## src/rtl/fetch_stage.sv

```systemverilog
// Fetch stage: owns the program counter, selects the next fetch address and
// flags illegal fetch addresses (AdEL) before the IF/ID register latches them.
module fetch_stage #(
   parameter logic [31:0] PC_RESET     = 32'h0000_3000,
   parameter logic [31:0] HANDLER_ADDR = 32'h0000_4180,
   parameter logic [31:0] IM_LO        = 32'h0000_3000,
   parameter logic [31:0] IM_HI        = 32'h0000_6ffc
) (
   input  logic        clk,
   input  logic        reset,
   input  logic        frozen,
   input  logic        req,
   input  logic        eret_flush,
   input  logic [31:0] epc,
   input  logic        branch_taken,
   input  logic [31:0] branch_target,
   input  logic        is_branch_d,
   output logic [31:0] i_inst_addr,
   input  logic [31:0] i_inst_rdata,
   output logic [31:0] instruction,
   output logic [31:0] pc,
   output logic [4:0]  exc_code,
   output logic        BD
);

   localparam logic [4:0] EXC_ADEL = 5'd4;
   localparam logic [4:0] EXC_NONE = 5'd31;

   typedef enum logic [2:0] {
      SRC_HANDLER,
      SRC_EPC,
      SRC_HOLD,
      SRC_BRANCH,
      SRC_SEQ
   } pc_src_e;

   logic [31:0] r_pc;
   logic [31:0] w_pc_next;
   logic [31:0] w_pc_seq;
   pc_src_e     w_src;
   logic        w_misaligned;
   logic        w_below;
   logic        w_above;
   logic        w_adel;

   // req and eret_flush must win over frozen so a stalled pipe can still trap/return
   always_comb begin
      w_src = SRC_SEQ;
      if (req)
         w_src = SRC_HANDLER;
      else if (eret_flush)
         w_src = SRC_EPC;
      else if (frozen)
         w_src = SRC_HOLD;
      else if (branch_taken)
         w_src = SRC_BRANCH;
   end

   assign w_pc_seq = r_pc + 32'd4;

   always_comb begin
      w_pc_next = w_pc_seq;
      case (w_src)
         SRC_HANDLER: w_pc_next = HANDLER_ADDR;
         SRC_EPC:     w_pc_next = epc;
         SRC_HOLD:    w_pc_next = r_pc;
         SRC_BRANCH:  w_pc_next = branch_target;
         default:     w_pc_next = w_pc_seq;
      endcase
   end

   always_ff @(posedge clk or negedge reset) begin
      if (!reset)
         r_pc <= PC_RESET;
      else
         r_pc <= w_pc_next;
   end

   // Wrap past 32'hffff_fffc lands far below IM_LO, so the range check covers it
   assign w_misaligned = (r_pc[1:0] != 2'b00);
   assign w_below      = (r_pc < IM_LO);
   assign w_above      = (r_pc > IM_HI);
   assign w_adel       = w_misaligned | w_below | w_above;

   assign i_inst_addr = r_pc;
   assign pc          = r_pc;
   assign instruction = w_adel ? '0 : i_inst_rdata;
   assign exc_code    = w_adel ? EXC_ADEL : EXC_NONE;
   assign BD          = is_branch_d & ~req & reset;

endmodule

```

## config.mk

```make
export PLATFORM = sky130hd
export DESIGN_NAME = fetch_stage
export DESIGN_NICKNAME = d
export VERILOG_FILES = /design/src/rtl/fetch_stage.sv
export SDC_FILE = /design/constraint.sdc
export NUM_CORES = 1
export LEC_CHECK = 0
export ABC_AREA = 1
export BUFFER_PORTS_ARGS = -buffer_cell sky130_fd_sc_hd__buf_2
export CELL_PAD_IN_SITES_DETAIL_PLACEMENT = 0
export CELL_PAD_IN_SITES_GLOBAL_PLACEMENT = 1
export CORE_MARGIN = 3
export CORE_UTILIZATION = 28
export DETAILED_ROUTE_END_ITERATION = 7
export GPL_TIMING_DRIVEN = 0
export PLACE_DENSITY = 0.79
export SYNTH_ARGS = -nofsm -noshare
export SYNTH_HDL_FRONTEND = slang
export SYNTH_SLANG_ARGS = --single-unit
```

## constraint.sdc

```tcl
create_clock -name clk -period 1.8 [get_ports clk]
set_input_delay 0.18 -clock clk [delete_from_list [all_inputs] [get_ports clk]]
set_output_delay 0.18 -clock clk [all_outputs]
set_load 0.05 [all_outputs]
```

==> summary.txt <==
outcome: finished, violations left
failing checks: hold timing, setup timing
Site Rows: 39
drt initial violations: 225
Synth cell types: 33
most common cell after layout, fill and taps aside: buf_2
placed cells: 899
global route total overflow: 0
crit path cell chain: nand2_4 > inv_2 > o221ai_4 > nor2_4 > inv_6 > buf_12 > nor2_4 > buf_6
arrival time worst endpoint: 1.87 ns
Mapped Nets: 657
Hold Crit Class: in -> async
vias per cell: 4.63
Total Wirelength: 13.7 mm
Final setup violation count: 36
Final ANT Viol Nets: 0
Worst-Margin Slew: 0.812 ns
max reg flops: 32
I/O Pins: 205
Worst-path clk slew: 0.06 ns
total of max-cap violations: 0
crit-path max FO: 7
Worst-Skew Late Latency: 0.29 ns
hold_ws: -0.0162 ns
final setup margin: -0.253 ns
Pwr Total: 0.00332 W
DIE AREA: 13400 sq um
crit path launch type: flop
antenna violations before repair: 0
final worst path period share: 114%
clk root buf: clkbuf_16
total inserted antenna cells: 0
Final Hold Fails: 19
Setup CP Type: reg -> out
drt wl/cell: 14.8 um
Critical Path Sink Type: primary output
synthesis-stage register bit count: 32
Post-Syn Area per Cell: 6.11 sq um
Post-DP HPWL: 10.6 mm
Slew Limit Fails: 0
final std cells w/o fill: 930
leakage: 2.87 nW
clock sinks: 32
largest net degree at the start of global routing: 34
Remaining DRCs: 0
min Tclk post-route: 2.05 ns
share of layout cells above drive strength 1: 49.8%
first-pass GRT wire length: 20.7 mm
Core ar.: 11600 sq um
Initial Util: 29.1%
port bufs: 203
Post-Synthesis Cell Area: 3380 sq um
Vias: 4309
worst endpoint required time: 1.62 ns
Layout Area Growth over Synthesis: 65.4%
Routability Congestion: 0.883
share of the yosys chip area belonging to registers: 23.8%
Die X: 116 um
YS warnings: 0
filler instances: 1155
Worst Reg-to-Reg Cells: 9
Slowest cell on crit path: dfstp_4
CP peak stage delay: 0.65 ns
PwrDens: 594 nW/um^2
Initial DRT Pass Iterations: 5
CTS Hold Buffers Added: 0
CTS buffer count: 5
CTS tree: built
Worst slew margin: 45.9%
Final Skew: 0.00550 ns
RSZ-0062 raised after global routing: yes
GRT Overall Usage: 19.8%
Die Ht: 116 um
maximum VDD drop: 338 uV
vias in the first global route: 4056
Syn Inst Count: 553
H-Tree Depth: 2
commonest non-fill, non-tap cells in the layout: 175 x buf_2, 147 x nand2_1, 69 x inv_1, 59 x buf_4, 58 x nor2_1
worst-case clock buffer depth: 2
Max Clock Freq: 487 MHz
Final nets: 890
most used cell, CP: nor2_4
## cells in the mapped netlist
cell type	n	share of area (%)
nand2_1	148	16
nor2_1	85	9.4
inv_1	72	8.0
buf_4	39	8.7
nand3_1	32	4.7
dfrtp_1	30	22
a21oi_1	27	4.0
nor2_2	23	4.3
o21ai_0	12	1.8
nand2_2	11	2.0
a22o_1	10	2.6
buf_2	8	1.2
a22oi_1	7	1.6
buf_6	7	2.3
nor2_4	5	1.7
inv_2	4	0.44
nand4_1	4	0.74
xor2_1	4	1.0
nor3_1	3	0.44
xnor2_1	3	0.78
a31oi_1	2	0.37
dfstp_2	2	1.6
nand3b_1	2	0.44
nor4_1	2	0.37
o21ai_1	2	0.30
o221ai_1	2	0.52
a221oi_2	1	0.44
a41oi_1	1	0.26
and3_1	1	0.19
buf_8	1	0.44
conb_1	1	0.11
ha_1	1	0.37
o21ai_2	1	0.26
## critical path, delay by kind of cell (launching register included)
kind / cells / cell delay (ns)
DFF: 1 / 0.65
AOI/OAI and AO/OA: 1 / 0.10
and+or+nand+nor: 3 / 0.35
buffers and inverters: 4 / 0.48
## layer usage
metal	global-route usage [%]	part of all wire [%]
met1	25.2	42
met2	35.5	49
met3	3.03	7.6
met4	4.18	1.2
met5	0	0
## repair_timing
item / CTS / global route
endpoints found under the hold margin: 0 / 0
gates cloned: 1 / 1
buffers inserted: 18 / 3
endpoints found under the setup margin: 36 / 42
resized for setup: 89 / 27
pin swaps: 4 / 1
## cell type report
type	instances	area, sq um	area share [%]
Buffer	55	453	8.11
Clock buffer	6	139	2.49
Clock inverter	2	10.0	0.179
Inverter	76	290	5.20
Multi-Input combinational cell	390	2170	38.8
Sequential cell	32	835	14.9
Tap cell	143	179	3.20
Timing Repair Buffer	226	1510	27.1
## cells by family after synthesis
group	after synthesis	share of synthesized area (%)
compound gates	65	12.1
other cells	1	0.111
fa+ha+maj	1	0.370
xor+xnor	7	1.81
simple gates	316	40.8
flops	32	23.8
buf+inv	131	21.1
## power breakdown
group          switching [W]  leakage [nW]  internal (W)
clock               0.000336        0.0766      0.000545
combinational        0.00102          2.42      0.000488
sequential          0.000125         0.376      0.000807
total                0.00148          2.87       0.00184
## path summary, 6_finish.rpt
| path | endpoint | slack, ns | from |
|---|---|---|---|
| worst max-delay path | instruction[27] | -0.25 | i_inst_addr[13]$_DFFE_PN1P_ |
| worst min-delay path | i_inst_addr[0]$_DFFE_PN0P_ | -0.02 | reset |
| worst max register to register | i_inst_addr[27]$_DFFE_PN0P_ | 0.12 | i_inst_addr[13]$_DFFE_PN1P_ |
| worst min register to register | i_inst_addr[3]$_DFFE_PN0P_ | 0.59 | i_inst_addr[3]$_DFFE_PN0P_ |
| max in group asynchronous | i_inst_addr[14]$_DFFE_PN0P_ | 1.24 | reset |
| min in group clk | i_inst_addr[0]$_DFFE_PN0P_ | 0.10 | branch_target[0] |
## through the flow
stage / setup TNS [ns] / utilization, % / setup WS, ns / cell area [sq um]
global placement: -11.18 / 41.6 / -0.406 / 4830
global route: -9.57 / 48.1 / -0.299 / 5590
finish: -7.85 / 48.1 / -0.253 / 5590
detailed placement: -11.59 / 41.6 / -0.414 / 4830
CTS: -7.10 / 46.8 / -0.261 / 5440
floorplan: -9.49 / - / -0.304 / 3640
Power figures use the tool's default switching activity.
